File: src/rtl/dmem_arbiter_if.sv
// Requester-side bus of the data-memory arbiter: one instance per port.
// master = requester (CPU or loader), slave = arbiter.
interface dmem_arbiter_if #(
    parameter int DATA_W = 32
);
    logic              req;
    logic              we;
    logic [31:0]       addr;
    logic [DATA_W-1:0] wdata;
    logic              gnt;
    logic              rvalid;
    logic [DATA_W-1:0] rdata;

    modport master (
        output req, we, addr, wdata,
        input  gnt, rvalid, rdata
    );

    modport slave (
        input  req, we, addr, wdata,
        output gnt, rvalid, rdata
    );
endinterface

File: src/rtl/dmem_arbiter.sv
// Two-port arbiter sharing the single-port data memory between the CPU
// load/store path (p0) and the program/data loader (p1). One acceptance per
// cycle; read data returns to the owner the cycle after acceptance.
// Optional build macro DMEM_ARB_CPU_PRIO_EN: p0 always wins a tie (fixed
// priority). Without it, ties alternate by round-robin on last_gnt.
module dmem_arbiter #(
    parameter int DATA_W = 32,
    parameter int ADDR_W = 8
) (
    input  logic              clk,
    input  logic              reset,
    dmem_arbiter_if.slave     p0,
    dmem_arbiter_if.slave     p1,
    output logic              cpu_stall,
    output logic              mem_en,
    output logic              mem_we,
    output logic [ADDR_W-1:0] mem_addr,
    output logic [DATA_W-1:0] mem_wdata,
    input  logic [DATA_W-1:0] mem_rdata
);

    // last_gnt: 0 = p0 won last, 1 = p1 won last (reset to 1 so p0 wins the first tie)
    logic last_gnt_q, last_gnt_d;
    logic pend_valid_q, pend_valid_d;
    logic pend_owner_q, pend_owner_d;

    logic gnt0_c, gnt1_c;
    logic rvalid0_c, rvalid1_c;

    // Byte address bits below the word and above the depth are don't-care.
    logic unused_addr_bits;
    assign unused_addr_bits = ^{p0.addr[31:ADDR_W+2], p0.addr[1:0],
                                p1.addr[31:ADDR_W+2], p1.addr[1:0]};

`ifdef DMEM_ARB_CPU_PRIO_EN
    logic unused_last_gnt;
    assign unused_last_gnt = last_gnt_q;
`endif

    // Grant decision: one winner per cycle, nothing granted while in reset.
    always_comb begin
        gnt0_c = 1'b0;
        gnt1_c = 1'b0;
        if (!reset) begin
`ifdef DMEM_ARB_CPU_PRIO_EN
            gnt0_c = p0.req;
`else
            gnt0_c = p0.req & (~p1.req | last_gnt_q);
`endif
            gnt1_c = p1.req & ~gnt0_c;
        end
    end

    // Memory strobe and winner's command muxed onto the memory bus.
    always_comb begin
        mem_en    = gnt0_c | gnt1_c;
        mem_we    = 1'b0;
        mem_addr  = '0;
        mem_wdata = '0;
        if (gnt0_c) begin
            mem_we    = p0.we;
            mem_addr  = p0.addr[ADDR_W+1:2];
            mem_wdata = p0.wdata;
        end else if (gnt1_c) begin
            mem_we    = p1.we;
            mem_addr  = p1.addr[ADDR_W+1:2];
            mem_wdata = p1.wdata;
        end
    end

    // Next-state: remember the winner and tag an accepted read with its owner.
    always_comb begin
        last_gnt_d   = last_gnt_q;
        pend_valid_d = mem_en & ~mem_we;
        pend_owner_d = pend_owner_q;
        if (mem_en) begin
            last_gnt_d   = gnt1_c;
            pend_owner_d = gnt1_c;
        end
    end

    // State registers; reset drops any in-flight read.
    always_ff @(posedge clk or posedge reset) begin
        if (reset) begin
            last_gnt_q   <= 1'b1;
            pend_valid_q <= 1'b0;
            pend_owner_q <= 1'b0;
        end else begin
            last_gnt_q   <= last_gnt_d;
            pend_valid_q <= pend_valid_d;
            pend_owner_q <= pend_owner_d;
        end
    end

    // Read response routed to the owner of the previous acceptance; the other port sees zero.
    always_comb begin
        rvalid0_c = pend_valid_q & ~pend_owner_q;
        rvalid1_c = pend_valid_q &  pend_owner_q;
        p0.gnt    = gnt0_c;
        p1.gnt    = gnt1_c;
        p0.rvalid = rvalid0_c;
        p1.rvalid = rvalid1_c;
        p0.rdata  = rvalid0_c ? mem_rdata : '0;
        p1.rdata  = rvalid1_c ? mem_rdata : '0;
    end

    // CPU stall: waiting for a grant, or a CPU read whose data is not yet presented.
    always_comb begin
        cpu_stall = ~reset & ((p0.req & ~gnt0_c) |
                              (pend_valid_q & ~pend_owner_q & ~rvalid0_c));
    end

endmodule

File: src/flat_wrapper.sv
// flat-port wrapper written by rule: the top's interface ports become plain ports
module dmem_arbiter_flat 
#(
    parameter int DATA_W = 32,
    parameter int ADDR_W = 8
)
  (clk, reset, cpu_stall, mem_en, mem_we, mem_addr, mem_wdata, mem_rdata, p0_req, p0_we, p0_addr, p0_wdata, p0_gnt, p0_rvalid, p0_rdata, p1_req, p1_we, p1_addr, p1_wdata, p1_gnt, p1_rvalid, p1_rdata);
  dmem_arbiter_if #(.DATA_W(DATA_W)) p0_i ();
  dmem_arbiter_if #(.DATA_W(DATA_W)) p1_i ();
  input  logic clk;
  input  logic reset;
  output logic cpu_stall;
  output logic mem_en;
  output logic mem_we;
  output logic [ADDR_W-1:0] mem_addr;
  output logic [DATA_W-1:0] mem_wdata;
  input  logic [DATA_W-1:0] mem_rdata;
  input wire logic [$bits(p0_i.req)-1:0] p0_req;
  input wire logic [$bits(p0_i.we)-1:0] p0_we;
  input wire logic [$bits(p0_i.addr)-1:0] p0_addr;
  input wire logic [$bits(p0_i.wdata)-1:0] p0_wdata;
  output wire logic [$bits(p0_i.gnt)-1:0] p0_gnt;
  output wire logic [$bits(p0_i.rvalid)-1:0] p0_rvalid;
  output wire logic [$bits(p0_i.rdata)-1:0] p0_rdata;
  input wire logic [$bits(p1_i.req)-1:0] p1_req;
  input wire logic [$bits(p1_i.we)-1:0] p1_we;
  input wire logic [$bits(p1_i.addr)-1:0] p1_addr;
  input wire logic [$bits(p1_i.wdata)-1:0] p1_wdata;
  output wire logic [$bits(p1_i.gnt)-1:0] p1_gnt;
  output wire logic [$bits(p1_i.rvalid)-1:0] p1_rvalid;
  output wire logic [$bits(p1_i.rdata)-1:0] p1_rdata;
  assign p0_i.req = p0_req;
  assign p0_i.we = p0_we;
  assign p0_i.addr = p0_addr;
  assign p0_i.wdata = p0_wdata;
  assign p0_gnt = p0_i.gnt;
  assign p0_rvalid = p0_i.rvalid;
  assign p0_rdata = p0_i.rdata;
  assign p1_i.req = p1_req;
  assign p1_i.we = p1_we;
  assign p1_i.addr = p1_addr;
  assign p1_i.wdata = p1_wdata;
  assign p1_gnt = p1_i.gnt;
  assign p1_rvalid = p1_i.rvalid;
  assign p1_rdata = p1_i.rdata;
  dmem_arbiter #(.DATA_W(DATA_W), .ADDR_W(ADDR_W)) u_core (.clk(clk), .reset(reset), .p0(p0_i), .p1(p1_i), .cpu_stall(cpu_stall), .mem_en(mem_en), .mem_we(mem_we), .mem_addr(mem_addr), .mem_wdata(mem_wdata), .mem_rdata(mem_rdata));
endmodule
File: config.mk
export PLATFORM = sky130hd
export DESIGN_NAME = dmem_arbiter_flat
export DESIGN_NICKNAME = d
export VERILOG_FILES = /design/src/rtl/dmem_arbiter_if.sv /design/src/rtl/dmem_arbiter.sv /design/src/flat_wrapper.sv
export SDC_FILE = /design/constraint.sdc
export NUM_CORES = 1
export LEC_CHECK = 0
export CAP_MARGIN = 0
export CELL_PAD_IN_SITES_DETAIL_PLACEMENT = 0
export CELL_PAD_IN_SITES_GLOBAL_PLACEMENT = 2
export CORE_ASPECT_RATIO = 0.8
export CORE_MARGIN = 2
export CORE_UTILIZATION = 10
export CTS_BUF_LIST = sky130_fd_sc_hd__clkbuf_8
export DETAILED_ROUTE_END_ITERATION = 6
export PLACE_DENSITY = 0.95
export SYNTH_ARGS = -nofsm -noshare
export SYNTH_HDL_FRONTEND = slang
export SYNTH_SLANG_ARGS = --single-unit
File: constraint.sdc
create_clock -name clk -period 1.8 [get_ports clk]
set_clock_uncertainty 0.2 [all_clocks]
set_input_delay 0.36 -clock clk [delete_from_list [all_inputs] [get_ports clk]]
set_output_delay 0.36 -clock clk [all_outputs]
set_load 0.05 [all_outputs]
==> tab_implementation.tex <==
\begin{tabular}{lr}
\hline
Metric & Value \\
\hline
\multicolumn{2}{l}{\textbf{STA}} \\
\quad Slew headroom & 79.2\% \\
\quad Worst Hold Slack & between 0.05 and 0.06 ns \\
\quad Minimum clock period & approximately 2.2 ns \\
\quad Slew Viols, Final & 0 \\
\quad Actual transition at the worst max-transition pin & 0.312 ns \\
\quad Count of final hold-check violations & 0 \\
\quad Worst Setup Slack, final & -0.436 ns \\
\quad Final setup viols & between 100 and 150 \\
\quad Setup repair after global routing missed its margin & yes \\
\quad Final Cycle Share & 124\% \\
\quad Fmax & $\sim$450 MHz \\
\multicolumn{2}{l}{\textbf{Detailed routing}} \\
\quad Vias per Instance & 4.32 \\
\quad Number of remaining DRC errors & 0 \\
\quad Count of nets left with antenna violations after detail routing & 0 \\
\quad DRT Wirelength & 11800 um \\
\quad Number of DRC markers in iteration 0 & 66 \\
\quad Wire length per cell after detailed routing & 19.0 um \\
\quad Initial DRT Pass Iterations & 4 \\
\quad Total number of vias & around 2700 \\
\multicolumn{2}{l}{\textbf{Yosys}} \\
\quad Net count after synthesis & 364 \\
\quad Leading post-synthesis cells by cell area & sky130\_fd\_sc\_hd\_\_a32oi\_1 (28\%), sky130\_fd\_sc\_hd\_\_and2\_1 (16\%), sky130\_fd\_sc\_hd\_\_and3\_1 (15\%) \\
\quad Sequential area share after synthesis & 5.85\% \\
\quad Post-synthesis cell count & 198 \\
\quad Number of synthesized flops with an enable pin & 0 \\
\quad Count of different cell masters after synthesis & 18 \\
\quad Top cell type by total area after synthesis & sky130\_fd\_sc\_hd\_\_a32oi\_1 \\
\quad Most used flip-flop cell after synthesis & sky130\_fd\_sc\_hd\_\_dfrtp\_1 \\
\quad Largest family of logic cells by synthesized area & simple AND/OR/NAND/NOR gates \\
\quad Synthesized-area fraction occupied by and/or/nand/nor cells & about half \\
\quad Flip-flop and latch count after synthesis & 3 \\
\quad Share of the synthesized area in the top cell type & between 20\% and 30\% \\
\quad Mean instance size in the synthesized netlist & 6.59 um\^{}2 \\
\quad Area fraction in compound gates after synthesis & a little under a third \\
\quad Async S/R FF share, synth & 100\% \\
\quad Share of the synthesized netlist area taken by xor and xnor gates & 0\% \\
\quad Synthesis warning total & 0 \\
\quad Fraction of synthesized area in multiplexers & 0\% \\
\quad Commonest cells in the netlist & sky130\_fd\_sc\_hd\_\_nor2\_1 (47), sky130\_fd\_sc\_hd\_\_a32oi\_1 (41), sky130\_fd\_sc\_hd\_\_and2\_1 (33), sky130\_fd\_sc\_hd\_\_and3\_1 (32), sky130\_fd\_sc\_hd\_\_clkbuf\_1 (11) \\
\quad Most frequent cell after synthesis & sky130\_fd\_sc\_hd\_\_nor2\_1 \\
\quad Post-synthesis cell area & $\sim$1300 um\^{}2 \\
\quad Fraction of the mapped netlist area in adder cells & 0\% \\
\multicolumn{2}{l}{\textbf{Floorplanning}} \\
\quad Core Area & 12800 um\^{}2 \\
\quad Ports placed on the boundary & 277 \\
\quad Die Ht & 106 um \\
\quad Number of cell rows & 37 \\
\quad Die Area & 14000 um\^{}2 \\
\quad Initial Util & around a tenth \\
\quad Width of the die & 132 um \\
\multicolumn{2}{l}{\textbf{Finish}} \\
\quad Final layout net count & between 600 and 700 \\
\quad Total inserted antenna cells & 0 \\
\quad Layout cells sized above 1 & 69.5\% \\
\quad Post-Layout Cell Count & 624 \\
\quad Area added between synthesis and finish & 395\% \\
\quad Post-route core utilization & 50.3\% \\
\multicolumn{2}{l}{\textbf{Critical path}} \\
\quad Capture point of the worst path & mem\_wdata[10] \\
\quad R2r worst-path depth & 6 \\
\quad Worst setup slack for register-to-register paths & 0.04 ns \\
\quad Cell chain of the critical path & nand2b\_4, clkbuf\_16, a32oi\_2, nor2\_4, buf\_12 \\
\quad CP peak stage delay & between 0.5 and 0.6 ns \\
\quad Kind of launch point of the worst setup path & flop \\
\quad Cell with the largest stage delay on the worst path & sky130\_fd\_sc\_hd\_\_dfstp\_2 \\
\quad Largest delay contributor family on the critical path & flip-flops \\
\quad Critical path origin & u\_core.last\_gnt\_q \\
\quad Launch instance of the worst register-to-register path & u\_core.last\_gnt\_q \\
\quad Element type at the critical path end & primary output \\
\quad WP data required & between 1 and 1.5 ns \\
\quad Reg-to-reg critical path endpoint & u\_core.pend\_valid\_q \\
\quad Buffers and inverters on the worst path & 2 \\
\quad Worst Path Arrival & 1.68 ns \\
\quad CP Max Fanout & 7 \\
\quad Critical Path Stages & 5 \\
\quad Critical path class & flop to primary output \\
\multicolumn{2}{l}{\textbf{Clock network}} \\
\quad Root Buffer Master & sky130\_fd\_sc\_hd\_\_clkbuf\_8 \\
\quad Deepest clock path buffer count & 2 \\
\quad CTS HTree Levels & 1 \\
\quad Clock tree from TritonCTS & built \\
\quad Worst-Skew Late Latency & between 0.2 and 0.25 ns \\
\quad Num Clock Sinks & 3 \\
\quad Clock slew seen by the registers of the worst setup and hold paths & about 0.030 ns \\
\quad CTS Buf Count & 3 \\
\quad Hold bufs inserted after CTS & 0 \\
\multicolumn{2}{l}{\textbf{Global routing}} \\
\quad Via count of the first global-routing pass & 3016 \\
\quad Global-route usage over all layers & 16.0\% \\
\quad Global-route wire length before repair & 17600 um \\
\quad Initial antenna violation count & 0 \\
\quad Pin count of the biggest net entering global routing & 34 \\
\quad Remaining global-route overflow & 0 \\
\multicolumn{2}{l}{\textbf{Outcome}} \\
\quad Violated checks & setup timing \\
\quad Run status & complete, but fails checks \\
\multicolumn{2}{l}{\textbf{Worst hold path}} \\
\quad Path type of the worst min-delay path & input pin to asynchronous set/reset pin \\
\multicolumn{2}{l}{\textbf{Run}} \\
\quad Count of max-cap constraint violations & 0 \\
\multicolumn{2}{l}{\textbf{Power and ir drop}} \\
\quad Power per standard cell area & between 400 and 500 nW/um\^{}2 \\
\quad Peak supply drop & around 190 uV \\
\quad Static Leakage & 2.37 nW \\
\multicolumn{2}{l}{\textbf{Place}} \\
\quad Detail Placement HPWL & 7560 um \\
\quad Post-Place Cells & 593 \\
\quad Global placement routability congestion & 0.813 \\
\quad Port-buffer cells & 228 \\
\hline
\end{tabular}
[layout by cell type (no fill, tap or decap)]
cell,instances
sky130_fd_sc_hd__a21boi_4,1
sky130_fd_sc_hd__a32oi_1,9
sky130_fd_sc_hd__a32oi_2,22
sky130_fd_sc_hd__a32oi_4,10
sky130_fd_sc_hd__and2_4,33
sky130_fd_sc_hd__and3_4,32
sky130_fd_sc_hd__buf_12,119
sky130_fd_sc_hd__buf_16,9
sky130_fd_sc_hd__buf_2,1
sky130_fd_sc_hd__buf_4,13
sky130_fd_sc_hd__buf_6,13
sky130_fd_sc_hd__buf_8,3
sky130_fd_sc_hd__clkbuf_16,2
sky130_fd_sc_hd__clkbuf_8,3
sky130_fd_sc_hd__clkdlybuf4s50_1,113
sky130_fd_sc_hd__dfrtp_1,2
sky130_fd_sc_hd__dfstp_2,1
sky130_fd_sc_hd__dlygate4sd2_1,2
sky130_fd_sc_hd__inv_1,2
sky130_fd_sc_hd__nand2_1,4
sky130_fd_sc_hd__nand2_2,1
sky130_fd_sc_hd__nand2_4,1
sky130_fd_sc_hd__nand2b_1,1
sky130_fd_sc_hd__nand2b_4,1
sky130_fd_sc_hd__nor2_1,2
sky130_fd_sc_hd__nor2_2,1
sky130_fd_sc_hd__nor2_4,44
sky130_fd_sc_hd__nor2b_4,1
sky130_fd_sc_hd__o21ai_0,2
sky130_fd_sc_hd__o31ai_4,1
[through the flow]
step / worst slack [ns] / TNS, ns / area (um^2) / power, W
CTS: -0.420 / -22.32 / 6340 / 0.00273
global route: -0.502 / -26.85 / 6450 / 0.00288
global placement: -0.458 / -19.45 / 5290 / 0.00197
floorplan: -0.102 / -4.09 / 1680 / 0.00102
detailed placement: -0.514 / -20.68 / 5290 / 0.00200
finish: -0.436 / -21.16 / 6450 / 0.00276
[cell type report]
cell class | instances | area, um^2
well taps | 175 | 219
flip-flops and latches | 3 | 76.3
fillers | 1061 | 6370
multi-input cells | 166 | 1990
repair buffers | 275 | 4120
clock inverters | 1 | 3.75
inverters | 1 | 3.75
clock buffers | 3 | 41.3
[layer usage]
metal | GRT usage [%] | share of wire [%] | vias up
met5 | 0 | 0 | -
met4 | 3.49 | 1.4 | 0
met3 | 3.91 | 7.6 | 15
met2 | 31.3 | 54 | 168
met1 | 17.3 | 37 | 1261
li1 | - | - | 1249
[registers in the layout (all words and copies together) (netlist names)]
name,count
u_core.last_gnt_q,1
u_core.pend_owner_q,1
u_core.pend_valid_q,1
[cells by family (layout without fill, tap and decap cells)]
family | after synthesis | in the layout
AO/OA/AOI/OAI | 45 | 45
buffers and inverters | 29 | 280
flip-flops | 3 | 3
AND/OR/NAND/NOR | 121 | 121
[where the power goes]
part,switching (W),leakage [nW],internal (W),total (W)
registers,0.0000138,0.0354,0.0000812,0.0000950
clock network,0.0000481,0.0269,0.000145,0.000194
logic,0.00120,2.31,0.00127,0.00247
total,0.00126,2.37,0.00150,0.00276
[worst register-to-register path: stages, from the launching register on]
cell and delay [ns]:
sky130_fd_sc_hd__dfstp_2 0.57, sky130_fd_sc_hd__nand2b_4 0.26, sky130_fd_sc_hd__buf_6 0.18, sky130_fd_sc_hd__buf_6 0.11
sky130_fd_sc_hd__nand2_4 0.05, sky130_fd_sc_hd__buf_6 0.13, sky130_fd_sc_hd__o31ai_4 0.17
[what timing repair did]
action	CTS	global route
gates resized for setup	131	16
cloned	12	4
setup endpoints to repair	109	111
setup buffers	11	4
pin swaps	27	4
endpoints found under the hold margin	0	0
[worst min path at each step]
stage               start             endpoint  slack (ns)  cells after the start
floorplan           p0_we  u_core.pend_valid_q        0.26                      1
global placement    reset  u_core.pend_owner_q        0.29                      3
detailed placement  reset  u_core.pend_owner_q        0.29                      3
CTS                 reset  u_core.pend_owner_q        0.07                      3
global route        reset  u_core.pend_valid_q        0.08                      3
finish              reset  u_core.pend_owner_q        0.06                      3
No activity file was read; power rests on OpenSTA's default activity.
